$ cat config.mk
export PLATFORM = sky130hd
export DESIGN_NAME = counter_demux
export DESIGN_NICKNAME = d
export VERILOG_FILES = /design/src/rtl/counter_demux.sv
export SDC_FILE = /design/constraint.sdc
export NUM_CORES = 1
export LEC_CHECK = 0
export CORE_UTILIZATION = 35
export CTS_CLUSTER_SIZE = 25
export DETAILED_ROUTE_END_ITERATION = 7
export PLACE_DENSITY_LB_ADDON = 0.12
export SLEW_MARGIN = 10
export SYNTH_ARGS = -nofsm -noshare
export SYNTH_HDL_FRONTEND = slang
export SYNTH_SLANG_ARGS = --single-unit
$ cat constraint.sdc
create_clock -name clk -period 2.9 [get_ports clk]
set_input_delay 0.58 -clock clk [delete_from_list [all_inputs] [get_ports clk]]
set_output_delay 0.58 -clock clk [all_outputs]
set_load 0.02 [all_outputs]
$ cat src/rtl/counter_demux.sv
// counter_demux: bank of four wait timers with a binary-selected done flag.
// Optional build macro: COUNTER_DEMUX_PERIODIC_EN (free-running periodic timers).
//
// Ports:
//   clk        rising-edge clock
//   rst        asynchronous active-low reset
//   restart    synchronous clear of all timers
//   sel        binary timer select
//   sel_onehot one-hot decode of sel
//   flags      raw flag of each timer (bit i = timer i)
//   done       flag of the selected timer
module counter_demux #(
    parameter int SEL_BITS = 2,
    parameter int COUNT0   = 2,
    parameter int COUNT1   = 20,
    parameter int COUNT2   = 2500,
    parameter int COUNT3   = 25000,
    parameter int CW       = 15
) (
    input  logic                clk,
    input  logic                rst,
    input  logic                restart,
    input  logic [SEL_BITS-1:0] sel,
    output logic [3:0]          sel_onehot,
    output logic [3:0]          flags,
    output logic                done
);

    function automatic int term(input int i);
        int t;
        unique case (i)
            0:       t = COUNT0;
            1:       t = COUNT1;
            2:       t = COUNT2;
            default: t = COUNT3;
        endcase
        return t;
    endfunction

    for (genvar i = 0; i < 4; i++) begin : g_tmr
        // Last counter value before the flag fires; counter never passes it.
        localparam logic [CW-1:0] LAST = CW'(term(i) - 1);

        logic [CW-1:0] cnt;
        logic          flag;

        always_ff @(posedge clk or negedge rst) begin
            if (!rst) begin
                cnt  <= '0;
                flag <= 1'b0;
            end else if (restart) begin
                cnt  <= '0;
                flag <= 1'b0;
            end else if (cnt == LAST) begin
`ifdef COUNTER_DEMUX_PERIODIC_EN
                cnt  <= '0;
`endif
                flag <= 1'b1;
            end else begin
                cnt  <= cnt + 1'b1;
`ifdef COUNTER_DEMUX_PERIODIC_EN
                flag <= 1'b0;
`endif
            end
        end

        assign flags[i] = flag;
    end

    always_comb begin
        sel_onehot      = '0;
        sel_onehot[sel] = 1'b1;
    end

    assign done = |(flags & sel_onehot);

endmodule

==> out/metrics.csv, run 1 <==
stage,metric,value,unit
floorplanning,Die Y,98.11,um
finish,antenna cell count,0,
global_route,initial antenna violation count,0,
floorplanning,Die Wd,98.11,um
clock_tree,CTS tree,done,
logic_synthesis,top cell type's share of synthesized area,49.54,%
logic_synthesis,mux share of post-synthesis cell area,2.670,%
clock_tree,Post-CTS Setup Bufs,0,
routing,DR vias/cell,5.052,
worst_setup_path,CP endpoint kind,primary output,
logic_synthesis,Synth cell types,36,
sta,hold_ws,0.2721,ns
sta,RSZ-0062 raised after global routing,false,
worst_setup_path,Setup crit start kind,primary input,
sta,worst rel slew slack,39.37,%
routing,DRT Wirelength,6187,um
routing,Avg WL per Cell,13.31,um
finish,Area Growth Syn to Fin,14.51,%
sta,"Hold Vio Cnt, Final",0,
sta,Fmax achieved,0.3610,GHz
sta,worst slew pin tran,0.9095,ns
finish,Final Instance Area,3702,um^2
worst_setup_path,worst endpoint required time,2.32,ns
place,DPL Wire Length,4094,um
logic_synthesis,main combinational cell family by area after synthesis,simple AND/OR/NAND/NOR gates,
clock_tree,root cell of the clock tree,clkbuf_8,
logic_synthesis,Synth Area per Inst,9.680,um^2
sta,final setup fails,0,
sta,crit path time final,2.770,ns
sta,final worst setup slack,0.1299,ns
power_and_ir_drop,peak supply drop,0.1886,mV
place,RePlAce Congestion,0.7903,
clock_tree,PostCTS Resize Cnt,0,
logic_synthesis,Syn Inst Count,334,
global_route,gr ovfl total,0,
routing,post-route ant nets,0,
power_and_ir_drop,total power,2.044,mW
sta,final setup TNS,0,ns
finish,share of post-route cells with drive strength above 1,8.964,%
clock_tree,clk_lat worst skew,0.33,ns
logic_synthesis,sequential fraction of the synthesis area,49.54,%
power_and_ir_drop,PwrDens,552.0,nW/um^2
floorplanning,# IOs,14,
sta,Tcrit/Tclk final,95.52,%
worst_setup_path,critical path class,primary input to primary output,
routing,DR iter-0 viols,54,
logic_synthesis,post-synthesis xor/xnor area fraction,11.38,%
logic_synthesis,Area contributors post-synth,"dfrtp_1 50%, xnor2_1 7.3%, nor2_1 6.8%",
place,Placed Instances,449,
floorplanning,core area,8848,um^2
sta,max-slew violation count,0,
global_route,vias in the first global route,2308,
worst_setup_path,"critical path fanouts, max",2,
worst_setup_path,slowest cell delay on critical path,0.59,ns
floorplanning,Starting Density,36.54,%
clock_tree,total clock sinks,64,
logic_synthesis,register bit total from synthesis,64,
logic_synthesis,synthesized cell area,3233,um^2
logic_synthesis,ys flop type,dfrtp_1,
worst_setup_path,crit path cell chain,"clkdlybuf4s50_1, mux4_2, clkdlybuf4s50_1",
finish,fin util,41.84,%
logic_synthesis,Synth Area in Compound Gates,3.715,%
finish,final net count,362,
hold_path,Worst Hold Class,primary input to asynchronous set/reset pin,
logic_synthesis,Post-Synth Simple-Gate Area,27.98,%
clock_tree,Clock Tree Buf Depth,2,
finish,number of fill cells,898,
flow_run,# Max-Cap Violations,0,
routing,first drt pass iteration count,6,
run_status,failing checks,design-rule violations,
clock_tree,H-tree levels,3,
global_route,GR Util All Layers,14.31,%
power_and_ir_drop,P_leak,1.547,nW
sta,Final Skew,0.008849,ns
finish,"leading cell type in the layout, fill and taps excluded",dfrtp_1,
finish,Layout Cells excl Fill,465,
place,Area after DPL,3470,um^2
routing,DRC viols,2,
routing,vias,2349,
clock_tree,"Reg clk slew, reported paths",0.07,ns
worst_setup_path,Crit-path slowest cell,clkdlybuf4s50_1,
worst_setup_path,arrival time worst endpoint,2.19,ns
logic_synthesis,"EDFF count, synth",0,
logic_synthesis,YS warnings,0,
logic_synthesis,Syn Nets,344,
worst_setup_path,Crit path top cell by count,clkdlybuf4s50_1,
clock_tree,hold_buf cts,0,
global_route,first-pass GRT wire length,10990,um
clock_tree,Num CTS Buffers,9,
logic_synthesis,fraction of registers with async set/reset,100.0,%
logic_synthesis,Yosys top cell by area,dfrtp_1,
place,pre-CTS WS,0.1191,ns
global_route,largest net degree at the start of global routing,50,
run_status,status,"finished, violations left",
floorplanning,Die ar.,9626,um^2
finish,"commonest non-fill, non-tap cells in the layout","64 x dfrtp_1, 59 x nor2_1, 27 x xnor2_1",
place,number of port buffers,13,
logic_synthesis,adder-cell share of the synthesized area,1.935,%
floorplanning,Site Rows,34,
[per-layer routing]
metal,vias up,share of wire (%),wire length [um],GRT usage [%]
met3,9,3.0,185,4.152
met5,-,0,0,0
met2,22,48,2967,22.86
met4,0,1.3,81,5.245
li1,1188,-,-,-
met1,1130,48,2953,18.41
[registers in the layout, indices dropped and copies added, names as in the netlist]
signal / count
g_tmr.cnt: 60
g_tmr.flag: 4
[where the power goes]
part           internal (mW)  leakage [nW]  switching, mW
clock network          0.556         0.117          0.329
registers              0.925         0.884         0.0459
logic                 0.0816         0.546          0.106
total                   1.56          1.55          0.481
[worst paths after layout]
path	start	to	slack [ns]	cells past startpoint
max	sel[0]	done	0.13	3
min	rst	g_tmr[0].cnt[9]	0.27	2
max reg2reg	g_tmr[2].cnt[0]	g_tmr[2].cnt[2]	1.15	5
min reg2reg	g_tmr[0].flag	g_tmr[0].flag	0.53	2
max in group asynchronous	rst	g_tmr[2].cnt[1]	2.30	2
min in group clk	g_tmr[0].flag	g_tmr[0].flag	0.53	2
[worst max-delay path: cells and delay by family]
family	cells	cell delay [ns]
buf+inv	2	1.09
mux	1	0.52
[synth_stat cells, types with 4 or more instances]
| master | instances |
|---|---|
| nand4_1 | 9 |
| nand2_1 | 18 |
| o21ai_0 | 6 |
| buf_4 | 4 |
| xnor2_1 | 27 |
| and3_1 | 8 |
| or3_1 | 5 |
| xor2_1 | 15 |
| buf_1 | 6 |
| ha_1 | 5 |
| nor3_1 | 13 |
| nor4_1 | 13 |
| nor2b_1 | 8 |
| nor2_1 | 59 |
| dfrtp_1 | 64 |
| nand3_1 | 23 |
| inv_1 | 9 |
| a21oi_1 | 13 |
[kinds of logic after synthesis]
family / count (synthesis)
xor gates and xnor gates: 42
and+or+nand+nor: 174
DFF: 64
buffers and inverters: 20
muxes: 7
AOI/OAI and AO/OA: 22
adders and majority gates: 5
[layout make-up]
type / count / area [um^2] / share of cell area [%]
Timing Repair Buffer: 18 / 157.7 / 4.258
Sequential cell: 64 / 1602 / 43.26
Inverter: 9 / 33.78 / 0.9125
Multi-Input combinational cell: 250 / 1541 / 41.64
Clock buffer: 14 / 172.7 / 4.664
Tap cell: 108 / 135.1 / 3.650
Clock inverter: 2 / 60.06 / 1.622
Power figures use the tool's default switching activity.
==> inputs of run 2 (changes only) <==
==> constraint.sdc (replaced) <==
create_clock -name clk -period 3.3 [get_ports clk]
set_input_delay 0.66 -clock clk [delete_from_list [all_inputs] [get_ports clk]]
set_output_delay 0.66 -clock clk [all_outputs]
set_load 0.02 [all_outputs]
==> run 2 against run 1 <==
Net effect:
- via count hardly changed
- worst hold slack gained 0.10 ns
- clock-buffer cell count is 2 lower
- cell area fell by 1.5%
- global-route usage is 0.19 points higher
- clock skew rose by 0.0023 ns
- largest power group unchanged
- die area unchanged
- critical path depth is the same
- register-to-register slack improved by 0.36 ns
- the flow still finishes with violations (design-rule violations)
==> out/metrics.csv, run 2 (same netlist as run 1, synthesis figures left out) <==
stage,metric,value,unit
run_status,status,"finished, violations left",
run_status,failing checks,design-rule violations,
sta,worst rel slew slack,30.54,%
worst_setup_path,arrival time worst endpoint,2.34,ns
clock_tree,root cell of the clock tree,clkbuf_8,
finish,Final Instance Area,3647,um^2
place,Area after DPL,3460,um^2
sta,Fmax achieved,0.3339,GHz
clock_tree,Num CTS Buffers,9,
power_and_ir_drop,PwrDens,461.3,nW/um^2
finish,Reg with most FFs,g_tmr.cnt,
floorplanning,Die Wd,98.11,um
sta,final setup TNS,0,ns
worst_setup_path,FF-to-FF End,g_tmr[2].cnt[2],
floorplanning,Die ar.,9626,um^2
routing,vias,2348,
flow_run,# Max-Cap Violations,0,
sta,"Hold Vio Cnt, Final",0,
floorplanning,core area,8848,um^2
worst_setup_path,R2R setup slack,1.51,ns
finish,final net count,359,
floorplanning,# IOs,14,
finish,antenna cell count,0,
clock_tree,Clock Tree Buf Depth,2,
sta,RSZ-0062 raised after global routing,false,
power_and_ir_drop,total power,1.682,mW
routing,DRC viols,2,
routing,DR iter-0 viols,82,
worst_setup_path,CP endpoint kind,primary output,
hold_path,Worst Hold Class,primary input to asynchronous set/reset pin,
global_route,vias in the first global route,2310,
global_route,first-pass GRT wire length,11040,um
worst_setup_path,reg2reg path depth,5,
worst_setup_path,"critical path fanouts, max",5,
worst_setup_path,crit path cell chain,"clkdlybuf4s50_1, mux4_2, clkdlybuf4s50_1",
routing,post-route ant nets,0,
clock_tree,total clock sinks,64,
clock_tree,hold_buf cts,0,
finish,max reg flops,60,
finish,"leading cell type in the layout, fill and taps excluded",dfrtp_1,
worst_setup_path,critical path class,primary input to primary output,
worst_setup_path,worst flop-to-flop path startpoint,g_tmr[2].cnt[0],
clock_tree,Post-CTS Setup Bufs,0,
sta,max-slew violation count,0,
clock_tree,CTS tree,done,
routing,DR vias/cell,5.093,
routing,DRT Wirelength,6246,um
global_route,GR Util All Layers,14.50,%
power_and_ir_drop,peak supply drop,0.2009,mV
finish,"commonest non-fill, non-tap cells in the layout","64 x dfrtp_1, 59 x nor2_1, 27 x xnor2_1",
place,pre-CTS WS,0.3053,ns
global_route,gr ovfl total,0,
floorplanning,Starting Density,36.54,%
clock_tree,clk_lat worst skew,0.34,ns
global_route,largest net degree at the start of global routing,58,
sta,final worst setup slack,0.3049,ns
finish,Area Growth Syn to Fin,12.81,%
sta,Final Skew,0.01118,ns
clock_tree,"Reg clk slew, reported paths",0.07,ns
sta,crit path time final,2.995,ns
routing,first drt pass iteration count,6,
worst_setup_path,worst endpoint required time,2.64,ns
floorplanning,Site Rows,34,
sta,Tcrit/Tclk final,90.76,%
worst_setup_path,Top delay family on crit path,buffers and inverters,
floorplanning,Die Y,98.11,um
place,DPL Wire Length,4175,um
routing,Avg WL per Cell,13.55,um
power_and_ir_drop,P_leak,1.513,nW
global_route,initial antenna violation count,0,
clock_tree,PostCTS Resize Cnt,0,
worst_setup_path,Setup crit start kind,primary input,
worst_setup_path,slowest cell delay on critical path,0.59,ns
worst_setup_path,Crit-path slowest cell,clkdlybuf4s50_1,
worst_setup_path,Crit path top cell by count,clkdlybuf4s50_1,
finish,largest registers,"g_tmr.cnt (60), g_tmr.flag (4)",
sta,worst slew pin tran,1.042,ns
place,RePlAce Congestion,0.7585,
sta,final setup fails,0,
worst_setup_path,CP Buf/Inv Count,2,
clock_tree,H-tree levels,3,
finish,share of post-route cells with drive strength above 1,7.932,%
place,number of port buffers,13,
run 2: changes by cell type in the layout (fill, tap and decap cells not counted):
| cell | before | now |
|---|---|---|
| clkbuf_8 | 12 | 10 |
| bufinv_16 | 2 | 1 |
| buf_4 | 5 | 1 |
| buf_12 | 0 | 1 |
| clkinvlp_4 | 0 | 1 |
| clkinv_2 | 0 | 1 |
run 2: metal layers:
metal,vias up,global-route usage [%],wire (um)
li1,1184,-,-
met1,1139,18.24,3054
met2,16,23.46,2903
met3,9,3.651,170
met4,0,6.643,117
met5,-,0,0
run 2: report_power, final:
group          switching (mW)  internal [mW]  leakage, nW
clock                   0.301          0.365       0.0925
sequential             0.0402          0.813        0.884
combinational          0.0923         0.0717        0.537
total                   0.433           1.25         1.51
run 2: area by class of cell:
| type | count | area [um^2] |
|---|---|---|
| Clock inverter | 3 | 42.54 |
| Multi-Input combinational cell | 250 | 1541 |
| Sequential cell | 64 | 1602 |
| Inverter | 9 | 33.78 |
| Clock buffer | 12 | 145.1 |
| Timing Repair Buffer | 15 | 147.6 |
| Tap cell | 108 | 135.1 |
| Fill cell | 880 | 5201 |
run 2: metrics by stage:
step	hold WS, ns	cells	utilization [%]
2_1_floorplan	0.3644	334	-
3_3_place_gp	0.5268	446	39.10
3_5_place_dp	0.5299	446	39.10
4_1_cts	0.3923	461	41.22
5_1_grt	0.4199	461	41.22
6_report	0.3728	461	41.22
run 2: how the worst max path moves through the flow:
stage                       from  endpoint  slack, ns  cells after the start
after global placement    sel[0]      done       0.31                      3
final                     sel[0]      done       0.30                      3
after CTS                 sel[0]      done       0.30                      3
after global routing      sel[0]      done       0.26                      3
after floorplan           sel[0]      done       1.43                      1
after detailed placement  sel[0]      done       0.31                      3
==> inputs of run 3 (changes only) <==
--- a/config.mk
+++ b/config.mk
@@ -5,7 +5,7 @@
 export SDC_FILE = /design/constraint.sdc
 export NUM_CORES = 1
 export LEC_CHECK = 0
-export CORE_UTILIZATION = 35
+export CORE_UTILIZATION = 40
 export CTS_CLUSTER_SIZE = 25
 export DETAILED_ROUTE_END_ITERATION = 7
 export PLACE_DENSITY_LB_ADDON = 0.12
==> run 3 against run 2 <==
Net effect:
- the run now ends clean
- clock skew is 0.0050 ns lower
- cell area is 1.1% lower
- combinational power hardly changed
- flip-flop and latch count stayed put
- total power is 4.8% lower
- final cell count is 1.5% lower
- via count is 0.21% lower
- global-route usage is 2.3 points higher
- critical path type unchanged
- critical endpoint unchanged
- highest routed layer unchanged
==> out/metrics.csv, run 3 (same netlist as run 1, synthesis figures left out) <==
stage,metric,value,unit
sta,worst slew pin tran,0.9369,ns
floorplanning,Starting Density,41.62,%
hold_path,Worst Hold Class,primary input to asynchronous set/reset pin,
routing,DR iter-0 viols,62,
sta,Tcrit/Tclk final,90.16,%
flow_run,# Max-Cap Violations,0,
sta,max-slew violation count,0,
floorplanning,# IOs,14,
clock_tree,PostCTS Resize Cnt,0,
worst_setup_path,worst endpoint required time,2.64,ns
finish,"leading cell type in the layout, fill and taps excluded",dfrtp_1,
sta,hold_ws,0.2829,ns
global_route,GR Util All Layers,16.80,%
finish,largest registers,"g_tmr.cnt (60), g_tmr.flag (4)",
sta,RSZ-0062 raised after global routing,false,
power_and_ir_drop,P_leak,1.505,nW
floorplanning,Die ar.,8447,um^2
floorplanning,Die Wd,91.91,um
clock_tree,total clock sinks,64,
place,DPL Wire Length,4106,um
place,RePlAce Congestion,0.8280,
sta,Fmax achieved,0.3361,GHz
clock_tree,"Reg clk slew, reported paths",0.07,ns
floorplanning,Die Y,91.91,um
sta,final setup fails,0,
finish,Reg with most FFs,g_tmr.cnt,
global_route,largest net degree at the start of global routing,54,
routing,first drt pass iteration count,4,
floorplanning,core area,7767,um^2
global_route,vias in the first global route,2374,
clock_tree,hold_buf cts,0,
global_route,first-pass GRT wire length,11050,um
sta,final setup TNS,0,ns
worst_setup_path,reg2reg path depth,5,
worst_setup_path,"critical path fanouts, max",5,
clock_tree,CTS tree,done,
worst_setup_path,arrival time worst endpoint,2.32,ns
power_and_ir_drop,PwrDens,444.0,nW/um^2
clock_tree,Clock Tree Buf Depth,2,
routing,post-route ant nets,0,
clock_tree,Post-CTS Setup Bufs,0,
sta,crit path time final,2.975,ns
floorplanning,Site Rows,32,
routing,DRT Wirelength,6131,um
finish,antenna cell count,0,
worst_setup_path,Setup crit start kind,primary input,
worst_setup_path,critical path class,primary input to primary output,
clock_tree,H-tree levels,3,
global_route,initial antenna violation count,0,
clock_tree,clk_lat worst skew,0.34,ns
run_status,status,finished clean,
finish,Area Growth Syn to Fin,11.57,%
routing,Avg WL per Cell,13.50,um
sta,Final Skew,0.006146,ns
routing,DRC viols,0,
routing,vias,2343,
finish,max reg flops,60,
routing,DR vias/cell,5.161,
clock_tree,root cell of the clock tree,clkbuf_8,
finish,share of post-route cells with drive strength above 1,7.955,%
clock_tree,Num CTS Buffers,9,
sta,"Hold Vio Cnt, Final",0,
power_and_ir_drop,peak supply drop,0.1839,mV
finish,"commonest non-fill, non-tap cells in the layout","64 x dfrtp_1, 59 x nor2_1, 27 x xnor2_1",
sta,worst rel slew slack,37.54,%
global_route,gr ovfl total,0,
worst_setup_path,CP endpoint kind,primary output,
place,number of port buffers,13,
finish,final net count,360,
==> run 3: layout make-up <==
cell class | count | area, um^2
Inverter | 9 | 33.78
Clock buffer | 12 | 155.1
Timing Repair Buffer | 16 | 142.6
Sequential cell | 64 | 1602
Tap cell | 102 | 127.6
Multi-Input combinational cell | 250 | 1541
Fill cell | 783 | 4160
Clock inverter | 1 | 5.005
==> run 3: through the flow <==
| stage | std cells | utilization (%) | setup WS [ns] | power, mW | area, um^2 |
|---|---|---|---|---|---|
| CTS | 454 | 46.44 | 0.3088 | 1.635 | 3607 |
| finish | 454 | 46.44 | 0.3248 | 1.602 | 3607 |
| detailed placement | 441 | 44.38 | 0.3087 | 1.032 | 3447 |
| global route | 454 | 46.44 | 0.2768 | 1.686 | 3607 |
| global placement | 441 | 44.38 | 0.3201 | 1.029 | 3447 |
| floorplan | 334 | - | 1.434 | 0.9692 | 3233 |
==> run 3: worst paths after layout <==
path                                      start         endpoint  slack, ns
worst max-delay path                     sel[0]             done       0.32
worst min-delay path                        rst  g_tmr[0].cnt[2]       0.28
worst max register to register  g_tmr[2].cnt[0]  g_tmr[2].cnt[2]       1.48
worst min register to register    g_tmr[2].flag    g_tmr[2].flag       0.53
max in group asynchronous                   rst  g_tmr[3].cnt[1]       2.28
min in group clk                  g_tmr[2].flag    g_tmr[2].flag       0.53
==> run 3: report_power, final <==
part	switching, mW	total (mW)	internal [mW]
combinational	0.0908	0.161	0.0704
clock	0.286	0.587	0.300
sequential	0.0409	0.854	0.813
==> run 3: critical path, stage by stage <==
cell and delay (ns):
clkdlybuf4s50_1 0.55, mux4_2 0.53, clkdlybuf4s50_1 0.58
==> run 3: layer usage <==
layer / part of all wire, % / vias up / track usage, %
li1: - / 1183 / -
met1: 50 / 1130 / 21.73
met2: 45 / 24 / 25.68
met3: 2.8 / 6 / 5.721
met4: 1.2 / 0 / 7.031
met5: 0 / - / 0
